File: config.mk
export PLATFORM = sky130hd
export DESIGN_NAME = bitstream_ena_ctrl
export DESIGN_NICKNAME = d
export VERILOG_FILES = /design/src/rtl/bitstream_ena_ctrl_pkg.sv /design/src/rtl/bitstream_ena_ctrl_stall_counter.sv /design/src/rtl/bitstream_ena_ctrl.sv
export SDC_FILE = /design/constraint.sdc
export NUM_CORES = 1
export LEC_CHECK = 0
export CAP_MARGIN = 20
export CORE_ASPECT_RATIO = 0.9
export CORE_MARGIN = 8
export CORE_UTILIZATION = 32
export CTS_CLUSTER_SIZE = 40
export DETAILED_ROUTE_END_ITERATION = 10
export PLACE_DENSITY = 0.66
export SETUP_SLACK_MARGIN = 0.2
export SLEW_MARGIN = 20
export SYNTH_ARGS = -nofsm -noshare
export SYNTH_HDL_FRONTEND = slang
export SYNTH_SLANG_ARGS = --single-unit
File: constraint.sdc
create_clock -name clk -period 2.3 [get_ports clk]
set_clock_uncertainty 0.05 [all_clocks]
set_input_delay 0.46 -clock clk [delete_from_list [all_inputs] [get_ports clk]]
set_output_delay 0.46 -clock clk [all_outputs]
set_load 0.005 [all_outputs]
File: src/rtl/bitstream_ena_ctrl_pkg.sv
// Shared encodings for the bitstream front-end enable controller: debug modes and FSM states.
package bitstream_ena_ctrl_pkg;

    localparam logic [1:0] ENA_MODE_RUN    = 2'd0;
    localparam logic [1:0] ENA_MODE_STEP   = 2'd1;
    localparam logic [1:0] ENA_MODE_FREEZE = 2'd2;
    localparam logic [1:0] ENA_MODE_RSVD   = 2'd3;

    typedef enum logic [1:0] {
        ENA_ST_FRZ       = 2'd0,
        ENA_ST_RUN       = 2'd1,
        ENA_ST_STEP_ARM  = 2'd2,
        ENA_ST_STEP_FIRE = 2'd3
    } ena_state_e;

endpackage

File: src/rtl/bitstream_ena_ctrl_stall_counter.sv
// Per-channel stall counter: saturates at all-ones, clear takes priority over increment.
module ena_stall_counter #(
    parameter int CNT_W = 16
) (
    input  logic             clk,
    input  logic             rst_n,
    input  logic             inc,
    input  logic             clr,
    output logic [CNT_W-1:0] cnt
);

    function automatic logic [CNT_W-1:0] sat_inc(input logic [CNT_W-1:0] v);
        return (&v) ? v : v + CNT_W'(1);
    endfunction

    always_ff @(posedge clk or negedge rst_n) begin
        if (!rst_n) begin
            cnt <= '0;
        end else if (clr) begin
            cnt <= '0;
        end else if (inc) begin
            cnt <= sat_inc(cnt);
        end
    end

endmodule

File: src/rtl/bitstream_ena_ctrl.sv
// Enable generator for the bitstream/decode front end: per-channel gating by global enable and
// selected valid source, RUN/STEP/FREEZE debug modes and saturating per-channel stall counters.
module bitstream_ena_ctrl
    import bitstream_ena_ctrl_pkg::*;
#(
    parameter int N_SRC = 3,
    parameter int N_CH  = 16,
    parameter int CNT_W = 16,
    parameter int SEL_W = 2
) (
    input  logic                  clk,
    input  logic                  rst_n,
    input  logic                  i_en,
    input  logic [N_SRC-1:0]      i_src_valid,
    input  logic [N_CH-1:0]       i_ch_req,
    input  logic [N_CH-1:0]       i_ch_need_valid,
    input  logic [N_CH*SEL_W-1:0] i_ch_src_sel,
    input  logic [1:0]            i_mode,
    input  logic                  i_step,
    input  logic                  i_stall_clr,
    output logic [N_CH-1:0]       o_ch_en,
    output logic [N_CH*CNT_W-1:0] o_stall_cnt,
    output logic                  o_stall_any,
    output logic                  o_step_done
);

    ena_state_e      state;
    logic [1:0]      mode_q;
    logic            step_q;
    logic            step_edge;
    logic            active;
    logic [N_CH-1:0] ch_valid;
    logic [N_CH-1:0] gate;
    logic [N_CH-1:0] stall;
    logic [N_CH-1:0] counted;

    // Out-of-range selects read as not valid.
    function automatic logic src_valid_of(input logic [SEL_W-1:0] sel,
                                          input logic [N_SRC-1:0] vld);
        logic v;
        v = 1'b0;
        for (int s = 0; s < N_SRC; s++) begin
            if (sel == SEL_W'(s)) v = vld[s];
        end
        return v;
    endfunction

    always_comb begin
        ch_valid = '0;
        gate     = '0;
        stall    = '0;
        for (int k = 0; k < N_CH; k++) begin
            ch_valid[k] = src_valid_of(i_ch_src_sel[k*SEL_W +: SEL_W], i_src_valid);
            gate[k]     = i_en & i_ch_req[k] & (~i_ch_need_valid[k] | ch_valid[k]);
            stall[k]    = i_en & i_ch_req[k] & i_ch_need_valid[k] & ~ch_valid[k];
        end
    end

    assign active    = (state == ENA_ST_RUN) || (state == ENA_ST_STEP_FIRE);
    assign o_ch_en   = active ? gate  : '0;
    assign counted   = active ? stall : '0;
    assign step_edge = i_step & ~step_q;

    // Mode is registered first, so every transition lags the i_mode change by one cycle.
    always_ff @(posedge clk or negedge rst_n) begin
        if (!rst_n) begin
            state       <= ENA_ST_FRZ;
            mode_q      <= ENA_MODE_FREEZE;
            step_q      <= 1'b0;
            o_step_done <= 1'b0;
            o_stall_any <= 1'b0;
        end else begin
            mode_q      <= i_mode;
            step_q      <= i_step;
            o_step_done <= (state == ENA_ST_STEP_FIRE);
            o_stall_any <= |counted;
            case (mode_q)
                ENA_MODE_RUN: state <= ENA_ST_RUN;
                ENA_MODE_STEP: begin
                    case (state)
                        ENA_ST_STEP_ARM:  if (step_edge) state <= ENA_ST_STEP_FIRE;
                        ENA_ST_STEP_FIRE: state <= ENA_ST_STEP_ARM;
                        default:          state <= ENA_ST_STEP_ARM;
                    endcase
                end
                default: state <= ENA_ST_FRZ;
            endcase
        end
    end

    for (genvar k = 0; k < N_CH; k++) begin : g_cnt
        ena_stall_counter #(
            .CNT_W(CNT_W)
        ) u_cnt (
            .clk  (clk),
            .rst_n(rst_n),
            .inc  (counted[k]),
            .clr  (i_stall_clr),
            .cnt  (o_stall_cnt[k*CNT_W +: CNT_W])
        );
    end

endmodule

==> impl_results.md <==
* Outcome: complete, but fails checks
* Failing checks: setup timing
* Yosys top cell by area: dfrtp_1
* Io pins at 348
* FF+latch count, synth at 263
* H-Tree Depth at 2
* Maximum clock insertion buffer count at 3
* Slew HR at 0.4817
* CTS tree: built
* Ys flop type: dfrtp_1
* First-pass iteration count of the detailed router at 5
* Mapped Area at 0.01490 mm²
* Initial Util at 0.3221
* CP Launch Type: input port
* Hold path depth at 1
* Area Growth Syn to Fin at 59.33%
* GRT Total Usage at 0.1988
* Critical Path Slowest Stage Cell: clkdlybuf4s50_1
* Worst path bufs/invs at 2
* Worst-skew pair later-pin latency at 0.54 ns
* Crit Path Class: input port to output pin
* Final Hold Viols at 0
* Pleak at 9.251 nW
* Port Buffers at 347
* Mean Syn Cell Area at 9.149 µm²
* CORE AREA at 0.04626 mm²
* Max-slew violation count at 0
* Hold path start: i_mode[1]
* Worst Path Arrival at 1.79 ns
* Setup TNS Final at -0.002110 ns
* CP cell instances: clkdlybuf4s50_1, mux2i_1, o211ai_1, and2_4, buf_6
* DP HPWL at 40.31 mm
* Number of distinct library cells after synthesis at 73
* Worst path required time at 1.79 ns
* Sink Count at 263
* Final worst setup slack at -0.002110 ns
* Final #Nets at 2,300
* Worst-path clk slew at 0.05 ns
* Peak VDD IR at 455.4 µV
* Drt wl/cell at 20.06 µm
* Power Dens Cells at 476.0 mW/mm²
* Max incr delay on CP at 0.51 ns
* Actual slew at the worst max-slew pin at 0.7710 ns
* Total Wirelength at 57.37 mm
* Violation count after the first detailed-route iteration at 1,073
* Maxcap violations at 0
* Die area at 0.05374 mm²
* Min Tclk post-route at 2.302 ns
* Hold/Removal Path Class: input port to flip-flop
* TritonCTS Buffers at 34
* Worst Hold Path EP: mode_q[1]
* Synth warn at 0
* CP Capture Type: output pin
* CTS Root Buffer Type: clkbuf_16
* Global-route wire length before repair at 86.29 mm
* Via-per-instance ratio at 5.400
* Synth Instances at 1,629
* Largest net degree at the start of global routing at 62
* Antenna Nets Post-Route at 0
* Share of layout cells above drive strength 1 at 0.2864
* Reg2Reg Depth at 10
* Worst reg2reg setup slack at 0.08 ns
* Fmax at 0.4344 GHz
* RSZ-0062 raised after global routing: true
* RePlAce Congestion at 0.8953
* Seq/Total Area, Yosys at 0.4417
* Post-synth EDFFs at 0
* Yosys top cell area share at 0.4399
* Number of remaining DRC errors at 0
* R2R Path End: g_cnt[5].u_cnt.cnt[11]
* Vias in the first global route at 15,076
* Die W at 243.5 µm
* CP max FO at 2
* Dpl ws at -0.6525 ns
* Die height at 220.7 µm
* Rows at 75
* Final worst-path cycle share at 1.001
* Initial antenna violation count at 18
* Largest cells by area after synthesis: dfrtp_1, xnor2_1, nor2_1, a21oi_1, nand3_1
* Synth Net Count at 1,719
* Post-synth ARST share at 1.000
* Top cell family by delay on the critical path: buffers and inverters
* Global route total overflow at 0
* RR Startpoint: state[0]
* Total Power at 11.30 mW
* Total number of vias at 15,440
* # setup viols final at 1
* Filler cells at 4,141
## placed cells by master (no fill, tap or decap), types with 11 or more instances in the layout
cell type,Yosys,routed
a211oi_1,22,14
a21oi_1,106,75
a21oi_2,0,31
a31o_2,12,12
and2_1,17,11
and3_1,27,16
and3_4,0,11
and4_1,31,27
buf_12,0,18
buf_4,1,218
buf_6,2,32
clkbuf_16,0,37
clkdlybuf4s50_1,0,291
dfrtp_1,262,207
dfrtp_2,0,55
dlygate4sd2_1,0,25
ha_1,16,11
inv_1,46,46
mux2_2,29,28
mux2i_1,28,18
nand2_1,89,79
nand2b_1,11,11
nand3_1,96,94
nand3b_1,12,12
nand4_1,55,55
nor2_1,196,195
nor2b_1,36,29
nor3_1,34,24
nor4_1,38,19
o211ai_1,13,13
o21ai_0,61,49
o21ai_1,0,12
o31ai_1,18,18
or3_1,58,43
or3_4,0,17
or4_1,28,18
xnor2_1,93,93
## sequential cells by signal, summed over array words and instances (netlist names)
signal           count
state                2
o_stall_any          1
mode_q               2
g_cnt.u_cnt.cnt    256
step_q               1
o_step_done          1
## repair_timing
action,CTS,global route
setup buffers,44,33
pin swaps,33,59
hold buffers,1,0
endpoints found under the hold margin,35,0
endpoints found under the setup margin,155,206
gates resized for setup,236,236
gates cloned,5,1
## per-layer routing
metal | track usage | share of wire
met1 | 0.2489 | 0.42
met2 | 0.3311 | 0.48
met3 | 0.05755 | 0.069
met4 | 0.05990 | 0.024
met5 | 0 | 0.0022
## worst max-delay path by stage
| stage | cells past startpoint | endpoint | from | slack, ns |
|---|---|---|---|---|
| 3_3_place_gp | 9 | g_cnt[4].u_cnt.cnt[13] | i_src_valid[1] | -0.64 |
| 2_1_floorplan | 7 | g_cnt[15].u_cnt.cnt[15] | g_cnt[15].u_cnt.cnt[0] | 0.06 |
| 4_1_cts | 6 | o_ch_en[5] | state[0] | 0.05 |
| 6_report | 5 | o_ch_en[5] | i_ch_src_sel[10] | -0.002 |
| 5_1_grt | 5 | o_ch_en[5] | i_ch_src_sel[10] | -0.03 |
| 3_5_place_dp | 9 | g_cnt[8].u_cnt.cnt[14] | i_src_valid[0] | -0.65 |
## logic make-up (layout without fill, tap and decap cells)
group                      Yosys count  after routing  share of synthesized area
other                                0              8                          0
xor gates and xnor gates           102            102                    0.05994
buffers and inverters              116            721                    0.03106
AOI/OAI and AO/OA                  308            309                     0.1350
muxes                               57             57                    0.04072
and+or+nand+nor                    767            767                     0.2781
DFF                                263            263                     0.4417
adders and majority gates           16             16                    0.01343
## area by class of cell
type,count,area (µm²),share of cell area
Timing Repair Buffer,614,5878,0.2475
Clock buffer,52,1042,0.04389
Clock inverter,9,151.4,0.006376
Tap cell,616,770.7,0.03246
Antenna cell,8,20.02,0.0008431
Sequential cell,263,6651,0.2801
Inverter,46,172.7,0.007272
Multi-Input combinational cell,1251,9059,0.3815
## Yosys cell counts, drive strengths merged (9+ instances only)
| library cell | instances |
|---|---|
| dfrtp | 262 |
| and3 | 27 |
| nor2b | 36 |
| nor4 | 39 |
| a21o | 9 |
| mux2i | 28 |
| xnor2 | 93 |
| a2111oi | 16 |
| nor2 | 196 |
| o31ai | 18 |
| a21oi | 106 |
| nand3b | 12 |
| a211oi | 23 |
| mux2 | 29 |
| and2 | 19 |
| nor3 | 34 |
| clkbuf | 57 |
| o211ai | 13 |
| inv | 46 |
| and4 | 32 |
| xor2 | 9 |
| ha | 16 |
| nand3 | 96 |
| a31o | 12 |
| nand2 | 89 |
| or3 | 60 |
| nand2b | 11 |
| buf | 13 |
| o21ai | 61 |
| nor4b | 14 |
| nand4 | 55 |
| or4 | 28 |
| o2111ai | 11 |
## through the flow
stage / cell area [µm²] / instances / hold slack [ns] / utilization
final: 23750 / 2859 / 0.2981 / 0.5133
after global routing: 23740 / 2855 / 0.2761 / 0.5130
after CTS: 22600 / 2817 / 0.2595 / 0.4884
after detailed placement: 20520 / 2706 / 0.3646 / 0.4435
after global placement: 20520 / 2706 / 0.3590 / 0.4435
after floorplan: 15030 / 1629 / 0.1144 / -
## power breakdown
group / internal (mW) / switching [mW] / leakage, nW / total, mW
Clock: 3.57 / 2.10 / 0.582 / 5.68
Sequential: 4.64 / 0.0142 / 3.57 / 4.66
Combinational: 0.464 / 0.504 / 5.10 / 0.968
Total: 8.68 / 2.62 / 9.25 / 11.3
Power figures use the tool's default switching activity.
